File: src/rtl/lsu_port_pkg.sv
// Shared types for the load/store port: access-mode enum, default memory depth
// and the alignment rule used when a request is accepted.
package lsu_port_pkg;

   localparam int unsigned RAM_SIZE_LOG = 8;

   typedef enum logic [2:0] {
      BYTE   = 3'd0,
      HALF   = 3'd1,
      WORD   = 3'd2,
      BYTE_U = 3'd3,
      HALF_U = 3'd4
   } ldst_mode;

   function automatic logic misaligned(input ldst_mode mode, input logic [1:0] off);
      case (mode)
         HALF, HALF_U: misaligned = off[0];
         WORD:         misaligned = (off != 2'b00);
         default:      misaligned = 1'b0;
      endcase
   endfunction

endpackage

File: src/rtl/lsu_port_lane_merge.sv
// Combinational byte/half lane handling: inserts store data into a word and
// extracts the addressed lane of a word with sign or zero extension.
module lane_merge
   import lsu_port_pkg::*;
(
   input  logic [31:0] i_word,
   input  logic [31:0] i_wdata,
   input  ldst_mode    i_mode,
   input  logic [1:0]  i_off,
   output logic [31:0] o_merged,
   output logic [31:0] o_extract
);

   logic [7:0]  w_byte;
   logic [15:0] w_half;

   always_comb begin
      w_byte = i_word[{i_off, 3'b000} +: 8];
      w_half = i_word[{i_off[1], 4'b0000} +: 16];
   end

   always_comb begin
      o_merged  = i_word;
      o_extract = i_word;
      case (i_mode)
         BYTE, BYTE_U: begin
            o_merged[{i_off, 3'b000} +: 8] = i_wdata[7:0];
            o_extract = (i_mode == BYTE) ? {{24{w_byte[7]}}, w_byte} : {24'h000000, w_byte};
         end
         HALF, HALF_U: begin
            o_merged[{i_off[1], 4'b0000} +: 16] = i_wdata[15:0];
            o_extract = (i_mode == HALF) ? {{16{w_half[15]}}, w_half} : {16'h0000, w_half};
         end
         default: begin
            o_merged  = i_wdata;
            o_extract = i_word;
         end
      endcase
   end

endmodule

File: src/rtl/lsu_port.sv
// Single-outstanding load/store port in front of a word-wide data memory;
// sub-word stores are done as read-modify-write of the containing word.
module lsu_port
   import lsu_port_pkg::*;
#(
   parameter int unsigned RAM_SIZE_LOG = lsu_port_pkg::RAM_SIZE_LOG
)(
   input  logic                    clk,
   input  logic                    reset_n,
   input  logic                    req_valid,
   output logic                    req_ready,
   input  logic                    req_we,
   input  ldst_mode                req_mode,
   input  logic [31:0]             req_addr,
   input  logic [31:0]             req_wdata,
   output logic                    resp_valid,
   input  logic                    resp_ready,
   output logic [31:0]             resp_rdata,
   output logic                    resp_err,
   output logic [RAM_SIZE_LOG-1:0] mem_addr,
   input  logic [31:0]             mem_rdata,
   output logic                    mem_we,
   output logic [31:0]             mem_wdata
);

   localparam logic [1:0] ST_IDLE  = 2'd0;
   localparam logic [1:0] ST_READ  = 2'd1;
   localparam logic [1:0] ST_WRITE = 2'd2;
   localparam logic [1:0] ST_RESP  = 2'd3;

   logic [1:0]              r_state;
   logic                    r_we;
   ldst_mode                r_mode;
   logic [RAM_SIZE_LOG+1:0] r_addr;
   logic [31:0]             r_wdata;
   logic [31:0]             r_rdata;
   logic [31:0]             r_mwdata;
   logic                    r_err;

   logic                    w_accept;
   logic                    w_range_err;
   logic                    w_err;
   logic [31:0]             w_merged;
   logic [31:0]             w_extract;

   assign req_ready   = (r_state == ST_IDLE);
   assign w_accept    = req_valid && req_ready;
   assign w_range_err = ((req_addr >> (RAM_SIZE_LOG + 2)) != 32'd0);
   assign w_err       = misaligned(req_mode, req_addr[1:0]) || w_range_err;

   assign resp_valid = (r_state == ST_RESP);
   assign resp_rdata = r_rdata;
   assign resp_err   = r_err;
   assign mem_addr   = r_addr[RAM_SIZE_LOG+1:2];
   assign mem_we     = (r_state == ST_WRITE);
   assign mem_wdata  = r_mwdata;

   lane_merge u_lane_merge (
      .i_word    (mem_rdata),
      .i_wdata   (r_wdata),
      .i_mode    (r_mode),
      .i_off     (r_addr[1:0]),
      .o_merged  (w_merged),
      .o_extract (w_extract)
   );

   // The memory word is consumed in READ already processed: lane-extracted for
   // loads, lane-merged for stores, so WRITE only has to pulse the enable.
   always_ff @(posedge clk or negedge reset_n) begin
      if (!reset_n) begin
         r_state  <= ST_IDLE;
         r_we     <= 1'b0;
         r_mode   <= BYTE;
         r_addr   <= '0;
         r_wdata  <= '0;
         r_rdata  <= '0;
         r_mwdata <= '0;
         r_err    <= 1'b0;
      end else begin
         case (r_state)
            ST_IDLE: begin
               if (w_accept) begin
                  r_we    <= req_we;
                  r_mode  <= req_mode;
                  r_addr  <= req_addr[RAM_SIZE_LOG+1:0];
                  r_wdata <= req_wdata;
                  r_rdata <= '0;
                  r_err   <= w_err;
                  r_state <= w_err ? ST_RESP : ST_READ;
               end
            end
            ST_READ: begin
               if (r_we) begin
                  r_mwdata <= w_merged;
                  r_state  <= ST_WRITE;
               end else begin
                  r_rdata <= w_extract;
                  r_state <= ST_RESP;
               end
            end
            ST_WRITE: r_state <= ST_RESP;
            ST_RESP: begin
               if (resp_ready) r_state <= ST_IDLE;
            end
            default: r_state <= ST_IDLE;
         endcase
      end
   end

endmodule

File: config.mk
export PLATFORM = sky130hd
export DESIGN_NAME = lsu_port
export DESIGN_NICKNAME = d
export VERILOG_FILES = /design/src/rtl/lsu_port_pkg.sv /design/src/rtl/lsu_port_lane_merge.sv /design/src/rtl/lsu_port.sv
export SDC_FILE = /design/constraint.sdc
export NUM_CORES = 1
export LEC_CHECK = 0
export CORE_MARGIN = 2
export CORE_UTILIZATION = 45
export CTS_BUF_LIST = sky130_fd_sc_hd__clkbuf_8
export DETAILED_ROUTE_END_ITERATION = 8
export GPL_ROUTABILITY_DRIVEN = 0
export PLACE_DENSITY_LB_ADDON = 0.15
export SYNTH_ARGS = -nofsm -noshare
export SYNTH_HDL_FRONTEND = slang
export SYNTH_SLANG_ARGS = --single-unit
export TNS_END_PERCENT = 1
File: constraint.sdc
create_clock -name clk -period 2.52 [get_ports clk]
set_clock_uncertainty 0.2 [all_clocks]
set_input_delay 0.756 -clock clk [delete_from_list [all_inputs] [get_ports clk]]
set_output_delay 0.756 -clock clk [all_outputs]
set_load 0.01 [all_outputs]
==> key figures <==
Run status
  • Status: finished, final reports clean

Detailed routing
  • Via density per instance: 5.75
  • Via count: 6223
  • Uppermost routed layer: met4
  • Initial DRC Count: 555
  • Routed wl met3: 1700 um
  • DRC viols: 0
  • WL met2: 9400 um
  • Wl on met1: 8980 um
  • Post-Route WL: 20500 um
  • Detailed Routing Iterations Pass 1: 8
  • Drt wl/cell: 19.0 um
  • Antenna viol nets, final: 0

Synthesis
  • Cells after Synth: 690
  • Adder-Cell Fraction of Synth Area: 1.76%
  • Register bit total from synthesis: 113
  • Sequential fraction of the synthesis area: 44.1%
  • Xor/xnor cell area share of the yosys netlist: 0.273%
  • Most frequent cells after synthesis: dfrtp_1, nand2_1, o21ai_0
  • Area leader, netlist: dfrtp_1
  • Async SR Flop Fraction: 100%
  • Count of cell types in the netlist: 55
  • Compound-Gate Fraction of Synth Area: 21.8%
  • Simple-gate share of the synthesized area: 15.4%
  • Syn Nets: 803
  • Largest family of logic cells by synthesized area: compound AO/OA/AOI/OAI gates
  • Count leader, synth: dfrtp_1
  • Post-Syn Area: 6410 sq um
  • Prevailing post-synth register cell: dfrtp_1
  • Top cells by area, synth: dfrtp_1, mux2_2, o21ai_0
  • Yosys warning total: 0
  • Top cell type's share of synthesized area: 44.1%
  • Syn avg cell area: 9.30 sq um
  • Post-synth EDFFs: 0
  • Mux contribution to synthesized area: 11.5%

Worst setup path
  • Flop2flop setup slack: 150 ps
  • Kind of critical path: flop to output port
  • Reg2reg end: mem_wdata[30]$_DFFE_PN0P_
  • Worst EP arrival: 1470 ps
  • Cell count of the worst reg-to-reg path: 8
  • Worst setup EP type: output port
  • Critical Path End: req_ready
  • Max Fanout on Critical Path: 5
  • Reg2reg start: r_addr[1]$_DFFE_PN0P_
  • Crit path launch: r_state[0]$_DFFE_PN0P_
  • Required time worst endpoint: 1560 ps
  • Type of origin of the critical path: flop

Power
  • Sw Ratio: 42.7%
  • Clock power frac: 15.7%
  • Static Leak: 0.00377 uW
  • Worst VDD drop: 0.000627 V
  • Sequential power share: 29.9%
  • PD cells: 1230 nW/um^2
  • Internal Pwr Total: 6400 uW
  • Comb pwr share: 54.4%
  • Sw power: 4760 uW

Layout
  • Final nets: 1003
  • Final core utilization: 65.3%
  • Area growth, synth to finish: 41.3%
  • Multi-input gate area: 3270 sq um
  • Antenna Diode Count: 0
  • Design area: 9060 sq um
  • Fraction of layout cells with a size suffix above 1: 19.0%
  • Fill count: 1141
  • Seq. cell area: 2830 sq um

STA
  • Final Slew Violations: 0
  • Highest clock rate: 0.412 GHz
  • TNS Setup: 0 ps
  • Final hold vios: 0
  • RSZ-0062 raised after global routing: true
  • Clock period minus worst slack: 2430 ps
  • Least-Margin Pin Slew: 678 ps
  • Slew Limit Headroom: 54.6%
  • Final Cycle Share: 96.4%
  • Setup violations, final: 0
  • Final WS setup: 90.1 ps

Floorplan
  • DIE HEIGHT: 123 um
  • Initial Utilization: 46.2%
  • Die width: 123 um
  • Total I/O pin count: 180
  • Core Rows: 43
  • Die Area: 15200 sq um
  • Std-Cell Core Area: 13900 sq um

Global route
  • Gr ovfl total: 0
  • Number of global-route vias before repair: 6190
  • Tot GR Track Use: 28.3%
  • Global-route wire length before repair: 32600 um
  • Largest net degree at the start of global routing: 50
  • Initial antenna violation count: 0

Place
  • DP HPWL: 15300 um
  • Number of buffers added on ports: 179
  • Area post-placement: 8650 sq um
  • DP Worst Slack: -339 ps

CTS
  • CTS tree: done
  • Post-CTS setup buffers: 0
  • Root buffer cell: clkbuf_8
  • Clock slew at reported path FFs: 70 ps
  • Number of clock sinks: 113
  • Bufs on Longest Clock Path: 2
  • CTS buffer count: 17
  • H-Tree Depth: 4
  • Worst skew pair latency: 460 ps
  • Hold_buf cts: 0

Run
  • Max-Cap Viols: 0

Hold path
  • Min-Delay Path Class: input port to asynchronous set/reset pin
[critical path: stages, from the launching register on]
cell	delay, ps
dfrtp_1	430
inv_1	80
ha_1	210
dlygate4sd2_1	290
[worst min-delay path by stage]
stage | endpoint | cells after the start | slack (ps)
floorplan | mem_wdata[0]$_DFFE_PN0P_ | 0 | 260
global placement | resp_rdata[24]$_DFFE_PN0P_ | 2 | 260
detailed placement | resp_rdata[23]$_DFFE_PN0P_ | 2 | 270
CTS | resp_rdata[19]$_DFFE_PN0P_ | 2 | 80
global route | resp_rdata[19]$_DFFE_PN0P_ | 2 | 90
finish | resp_rdata[19]$_DFFE_PN0P_ | 2 | 80
[power groups by stage]
stage / combinational (uW) / sequential, uW / clock (uW)
global placement: 5800 / 3320 / 0
finish: 6070 / 3340 / 1750
floorplan: 3560 / 3250 / 0
detailed placement: 5970 / 3350 / 0
global route: 6610 / 3430 / 1850
CTS: 6000 / 3320 / 1770
[final cells by class]
class	count	area share (%)
well taps	180	2.49
multi-input cells	502	36.1
inverters	19	0.787
clock buffers	18	2.73
flip-flops and latches	113	31.2
repair buffers	237	24.9
clock inverters	14	1.73
[flip-flops by register name, indices dropped and copies added (netlist names)]
| name | flops |
|---|---|
| r_state | 2 |
| resp_rdata | 32 |
| r_wdata | 32 |
| resp_err | 1 |
| r_mode | 3 |
| r_we | 1 |
| mem_wdata | 32 |
| r_addr | 10 |
[cells in the final DEF, fill, tap and decap left out, types with 5 or more instances in the layout]
| master | instances |
|---|---|
| o21ai_0 | 63 |
| clkbuf_8 | 18 |
| nand3_1 | 9 |
| o21ai_2 | 11 |
| mux2_2 | 59 |
| o221ai_1 | 7 |
| a21oi_1 | 44 |
| a221oi_1 | 8 |
| or3_1 | 9 |
| buf_4 | 56 |
| a221o_1 | 8 |
| a22oi_1 | 7 |
| nand2_1 | 77 |
| nor3_1 | 19 |
| clkdlybuf4s50_1 | 175 |
| a211oi_1 | 10 |
| dfrtp_1 | 113 |
| ha_1 | 9 |
| and2_1 | 10 |
| inv_1 | 17 |
| nor4_1 | 5 |
| nor2b_1 | 20 |
| a22o_1 | 10 |
| a21boi_0 | 6 |
| o21ai_1 | 29 |
| nor2_1 | 42 |
[metrics by stage]
step	std cells	hold slack, ps	power (uW)
after floorplan	690	260	6810
after global placement	1051	261	9120
after detailed placement	1051	267	9320
after CTS	1083	75.0	11100
after global routing	1083	90.5	11900
final	1083	75.9	11200
[cell families (layout without fill, tap and decap cells)]
kind of cell,after synthesis,count (layout)
adders and majority gates,9,9
AOI/OAI and AO/OA,221,221
xor gates and xnor gates,2,2
muxes,65,65
and+or+nand+nor,205,205
buffers and inverters,75,288
DFF,113,113
[routing by layer]
layer,vias to the layer above,global-route usage (%)
met5,-,0
met4,0,10.1
met3,37,6.04
met2,304,43.6
met1,3000,39.4
li1,2882,-
[repair_timing]
action                     4_1_cts  5_1_grt
resized for setup                3        4
setup endpoints to repair        3       12
pin swaps                        0        0
Note: power is estimated with default switching activity, not from simulation.
